`src/rtl/lpgbt_scrambler_pkg.sv`:
```
// Shared types, default polynomial and helpers for the parametrised
// lpGBT multiplicative scrambler/descrambler.
package lpgbt_scrambler_pkg;

  typedef enum logic [1:0] {
    SEED,
    WARMUP,
    RUN
  } state_e;

  localparam int DEF_ORDER  = 49;
  localparam int DEF_TAP    = 40;
  localparam int DEF_DATA_W = 53;

  localparam logic [DEF_ORDER-1:0] DEF_SEED = 49'h1_6348_aab1_a1a;

  function automatic int lock_frames(input int order, input int width);
    return (order + width - 1) / width;
  endfunction

endpackage

```
`src/rtl/lpgbt_scrambler_core.sv`:
```
// Combinational frame step of the multiplicative scrambler: history and
// frame in, processed frame and next history out.
module lpgbt_scrambler_core #(
  parameter int DATA_W     = 53,
  parameter int ORDER      = 49,
  parameter int TAP        = 40,
  parameter int DESCRAMBLE = 0
) (
  input  logic [ORDER-1:0]  hist_i,
  input  logic [DATA_W-1:0] data_i,
  output logic [DATA_W-1:0] data_o,
  output logic [ORDER-1:0]  hist_o
);

  localparam int EXT_W = ORDER + DATA_W;

  // ext is the virtual stream: history below, this frame above
  logic [EXT_W-1:0] ext;

  always_comb begin
    ext    = {data_i, hist_i};
    data_o = '0;
    for (int k = 0; k < DATA_W; k++) begin
      data_o[k] = data_i[k] ~^ ext[ORDER+k-TAP] ~^ ext[k];
      if (DESCRAMBLE == 0) begin
        ext[ORDER+k] = data_o[k];
      end
    end
    hist_o = ext[EXT_W-1 -: ORDER];
  end

endmodule

```
`src/rtl/lpgbt_scrambler_param.sv`:
```
// Parametrised lpGBT scrambler/descrambler with handshake, seed load and lock.
// Define SCRAMBLER_TMR_EN to triplicate history and state with majority vote.
module lpgbt_scrambler_param
  import lpgbt_scrambler_pkg::*;
#(
  parameter int               DATA_W      = DEF_DATA_W,
  parameter int               ORDER       = DEF_ORDER,
  parameter int               TAP         = DEF_TAP,
  parameter int               DESCRAMBLE  = 0,
  parameter logic [ORDER-1:0] INIT_SEED   = ORDER'(DEF_SEED),
  parameter int               LOCK_FRAMES = lock_frames(ORDER, DATA_W)
) (
  input  logic              clock,
  input  logic              reset_n,
  input  logic [DATA_W-1:0] in_data,
  input  logic              in_valid,
  output logic              in_ready,
  input  logic              bypass,
  input  logic              seed_load,
  input  logic [ORDER-1:0]  seed_value,
  output logic [DATA_W-1:0] out_data,
  output logic              out_valid,
  input  logic              out_ready,
  output logic              locked
);

  localparam int              CNT_W   = $clog2(LOCK_FRAMES + 1);
  localparam logic [CNT_W-1:0] CNT_MAX = CNT_W'(LOCK_FRAMES);

  logic [ORDER-1:0]  hist_v;
  logic [ORDER-1:0]  hist_d;
  logic [ORDER-1:0]  core_hist;
  logic [DATA_W-1:0] core_data;
  state_e            state_v;
  state_e            state_d;
  logic [CNT_W-1:0]  cnt_q;
  logic [CNT_W-1:0]  cnt_d;
  logic [CNT_W-1:0]  cnt_inc;
  logic [DATA_W-1:0] data_q;
  logic              valid_q;
  logic              acc;
  logic              adv;

  assign in_ready  = !valid_q || out_ready;
  assign acc       = in_valid && in_ready;
  assign adv       = acc && !bypass;
  assign out_data  = data_q;
  assign out_valid = valid_q;
  assign cnt_inc   = (cnt_q == CNT_MAX) ? cnt_q : cnt_q + 1'b1;
  assign locked    = (state_v == RUN) ||
                     (DESCRAMBLE == 0 && state_v == SEED);

  lpgbt_scrambler_core #(
    .DATA_W    (DATA_W),
    .ORDER     (ORDER),
    .TAP       (TAP),
    .DESCRAMBLE(DESCRAMBLE)
  ) u_core (
    .hist_i(hist_v),
    .data_i(in_data),
    .data_o(core_data),
    .hist_o(core_hist)
  );

  always_comb begin
    hist_d  = hist_v;
    state_d = state_v;
    cnt_d   = cnt_q;
    if (adv) begin
      hist_d = core_hist;
      cnt_d  = cnt_inc;
      unique case (state_v)
        SEED:
          state_d = (DESCRAMBLE == 0 || cnt_inc == CNT_MAX)
                    ? RUN : WARMUP;
        WARMUP:
          state_d = (cnt_inc == CNT_MAX) ? RUN : WARMUP;
        RUN:
          state_d = RUN;
        default:
          state_d = SEED;
      endcase
    end
    // seed load wins over the history update of a simultaneous frame
    if (seed_load) begin
      hist_d  = seed_value;
      cnt_d   = '0;
      state_d = SEED;
    end
  end

`ifdef SCRAMBLER_TMR_EN
  logic [ORDER-1:0] hist_q [3];
  state_e           state_q [3];

  assign hist_v = (hist_q[0] & hist_q[1]) |
                  (hist_q[0] & hist_q[2]) |
                  (hist_q[1] & hist_q[2]);
  assign state_v = state_e'((state_q[0] & state_q[1]) |
                            (state_q[0] & state_q[2]) |
                            (state_q[1] & state_q[2]));

  always_ff @(posedge clock or negedge reset_n) begin
    if (!reset_n) begin
      for (int i = 0; i < 3; i++) begin
        hist_q[i]  <= INIT_SEED;
        state_q[i] <= SEED;
      end
    end else begin
      for (int i = 0; i < 3; i++) begin
        hist_q[i]  <= hist_d;
        state_q[i] <= state_d;
      end
    end
  end
`else
  logic [ORDER-1:0] hist_q;
  state_e           state_q;

  assign hist_v  = hist_q;
  assign state_v = state_q;

  always_ff @(posedge clock or negedge reset_n) begin
    if (!reset_n) begin
      hist_q  <= INIT_SEED;
      state_q <= SEED;
    end else begin
      hist_q  <= hist_d;
      state_q <= state_d;
    end
  end
`endif

  always_ff @(posedge clock or negedge reset_n) begin
    if (!reset_n) begin
      data_q  <= '0;
      valid_q <= 1'b0;
      cnt_q   <= '0;
    end else begin
      cnt_q <= cnt_d;
      if (acc) begin
        data_q  <= bypass ? in_data : core_data;
        valid_q <= 1'b1;
      end else if (out_ready) begin
        valid_q <= 1'b0;
      end
    end
  end

endmodule

```
`config.mk`:
```
export PLATFORM = sky130hd
export DESIGN_NAME = lpgbt_scrambler_param
export DESIGN_NICKNAME = d
export VERILOG_FILES = /design/src/rtl/lpgbt_scrambler_pkg.sv /design/src/rtl/lpgbt_scrambler_core.sv /design/src/rtl/lpgbt_scrambler_param.sv
export SDC_FILE = /design/constraint.sdc
export NUM_CORES = 1
export LEC_CHECK = 0
export ABC_AREA = 1
export BUFFER_PORTS_ARGS = -buffer_cell sky130_fd_sc_hd__clkbuf_2
export CORE_MARGIN = 1.5
export CORE_UTILIZATION = 55
export DETAILED_ROUTE_END_ITERATION = 16
export HOLD_SLACK_MARGIN = 0.03
export PLACE_DENSITY = 0.81
export SETUP_SLACK_MARGIN = 0.02
export SLEW_MARGIN = 20
export SYNTH_ARGS = -nofsm -noshare
export SYNTH_HDL_FRONTEND = slang
export SYNTH_HIERARCHICAL = 1
export SYNTH_SLANG_ARGS = --single-unit
export TNS_END_PERCENT = 30
```
`constraint.sdc`:
```
create_clock -name clock -period 1.6 [get_ports clock]
set_input_delay 0.32 -clock clock [delete_from_list [all_inputs] [get_ports clock]]
set_output_delay 0.32 -clock clock [all_outputs]
set_load 0.01 [all_outputs]
```
==> flow_summary_export.csv <==
group,metric,value,unit
global_routing,grt_usage,0.297,
floorplan,rows,41,
route,first_pass_iters,5,
setup_path,crit_path_end,"hist_q[38]",
synth,synth-seq-cells,103,
route,detail-route-antenna-nets,0,
timing,maxSlewViolCount,0,
worst_hold_path,min_from,"seed_value[37]",
cts,cts_sinks,103,
pwr,p_sw,4.14,mW
floorplan,start_util,0.559,
pwr,p_leak,4.58,nW
global_routing,grt_max_degree,71,
timing,setup_ws,0.0792,ns
pwr,clockPowerShare,0.225,
timing,max_freq,0.658,GHz
placement,pre_cts_ws,0.0855,ns
setup_path,reg2reg_slack,0.08,ns
timing,setup_viol,0,
synth,ys_types,19,
floorplan,core-area,12500,µm²
cts,clkTransAtPathRegs,0.07,ns
setup_path,cp.arrival,1.77,ns
synth,synth-seq-area-share,0.372,
timing,clock_skew,0.00883,ns
finish,syn_to_final_growth,15.1,%
outcome,status,"finished clean",
placement,placedCellCount,1289,
placement,port_buffers,162,
global_routing,antenna_found_initial,0,
finish,layout_commonest_cell,"nand2_1",
pwr,ir_worst_vdd,0.602,mV
finish,final_cell_mix,"516 x nand2_1, 161 x clkbuf_2, 89 x inv_1, 83 x dfrtp_1, 69 x nand3_1",
cts,numCtsBuffers,9,
setup_path,critPathKind,"reg2reg",
finish,nNetsFinal,1240,
global_routing,grt_overflow,0,
synth,yosysWarnings,6,
setup_path,rr_worst_depth,10,
placement,hpwl,13900,µm
pwr,power.share.switching,0.390,
cts,cts-root-buf,"clkbuf_16",
timing,period_share,0.950,
pwr,power_density,1320,nW/µm²
synth,synth_top_area_share,0.297,
setup_path,reg2reg_from,"hist_q[11]",
finish,drive_above_1_share,0.215,
cts,cts_tree,"built",
timing,finalCriticalPeriod,1.52,ns
setup_path,r2r_end,"hist_q[38]",
timing,hold_viol,0,
global_routing,grt_pass1_vias,6000,
worst_hold_path,min_path_type,"in2reg",
timing,tns,0,ns
floorplan,io_pins,164,
pwr,p_comb_frac,0.399,
setup_path,cp-end-kind,"register",
timing,rsz0062_at_grt,"true",
timing,timing.hold.ws,0.246,ns
setup_path,worstPathMaxFanout,5,
setup_path,critical_path_required,1.85,ns
pwr,sequentialPowerShare,0.376,
route,drt_iter0_markers,553,
cts,h-tree-depth,3,
finish,finalNonFillerCells,1309,
floorplan,die_w,116,µm
job,drv_cap,0,
floorplan,dieArea,13400,µm²
synth,avgSynthCellArea,6.77,µm²
route,wl_per_cell,14.8,µm
synth,synth_fp_nets,1142,
synth,syn_inst,1034,
synth,synthTopCellsByArea,"dfrtp_1 30%, nand2_1 28%, dfstp_2 7.5%",
route,via_per_inst,5.03,
synth,synth_area_leader_cell,"dfrtp_1",
setup_path,cp-start-kind,"register",
route,route.vias.total,6589,
cts,clk_latency,0.36,ns
route,wl,19400,µm
pwr,p_int,6.47,mW
synth,syn_area,7000,µm²
finish,final_core_util,0.644,
placement,routabilityCongestion,0.912,
finish,diodes,0,
floorplan,die_h,116,µm
setup_path,critPathLaunch,"hist_q[11]",
global_routing,grt_pass1_wl,30400,µm
cts,clockBufferDepth,2,
route,drc,0,
[power groups by stage]
stage	Combinational [mW]	Sequential (mW)	Clock, mW
floorplan	3.64	3.99	0
detailed placement	4.05	4.00	0
finish	4.23	3.99	2.39
global route	4.79	4.07	2.51
CTS	4.10	3.97	2.40
global placement	3.98	3.99	0
[area by class of cell]
class	instances	area, µm²
fillers	1196	4460
multi-input cells	740	3470
repair buffers	185	1100
clock buffers	10	229
flip-flops and latches	103	2600
inverters	93	353
clock inverters	6	85.1
well taps	172	215
[how the worst min path moves through the flow]
stage | endpoint | slack (ns) | cells after the start
6_report | hist_q[37] | 0.25 | 5
2_1_floorplan | hist_q[0] | 0.02 | 0
3_5_place_dp | hist_q[14] | 0.24 | 1
4_1_cts | hist_q[27] | 0.24 | 5
5_1_grt | hist_q[21] | 0.27 | 5
3_3_place_gp | hist_q[14] | 0.24 | 1
[metrics by stage]
step | power (mW) | cell area [µm²]
after floorplan | 7.62 | 7000
after global placement | 7.97 | 7630
after detailed placement | 8.05 | 7630
after CTS | 10.5 | 7960
after global routing | 11.4 | 8060
final | 10.6 | 8060
[cell families (layout without fill, tap and decap cells)]
group	Yosys count	after routing	synth area share
xor gates and xnor gates	86	86	0.108
buffers and inverters	191	294	0.143
AOI/OAI and AO/OA	54	54	0.0402
and+or+nand+nor	599	599	0.337
DFF	103	103	0.372
other	1	1	0.000536
[critical path: stages, from the launching register on]
cell	delay (ns)
dfstp_2	0.58
nand2_1	0.10
nand2_1	0.08
nand2_1	0.06
nand2_2	0.14
xor2_2	0.16
inv_1	0.07
nand2_1	0.08
nand2_1	0.06
nand2_1	0.06
nand2_1	0.04
[registers in the layout (all words and copies together) (netlist names)]
name,flops
out_data,53
out_valid,1
hist_q,49
[layer usage]
layer	GRT usage	wire length [µm]	share of wire	vias to the layer above
met5	0	0	0	-
met4	0.107	522	0.027	0
met3	0.0492	1680	0.087	35
met2	0.469	9020	0.46	304
met1	0.415	8190	0.42	2990
li1	-	-	-	3260
[synth_stat cells]
cell type	instances
o21ai_1	30
inv_1	91
o21ai_0	23
buf_2	25
nand3_4	1
clkbuf_1	13
dfstp_2	20
nand2_1	525
nand3_1	71
buf_6	7
nand2_2	2
conb_1	1
xnor2_1	56
dfrtp_1	83
a21oi_4	1
clkinv_2	1
buf_4	53
xor2_1	30
inv_4	1
[what timing repair did]
item,4_1_cts,5_1_grt
gates resized for setup,0,19
setup endpoints to repair,0,17
hold buffers,1,0
setup buffers,0,3
hold endpoints to repair,12,0
(Power assumes the default switching activity.)
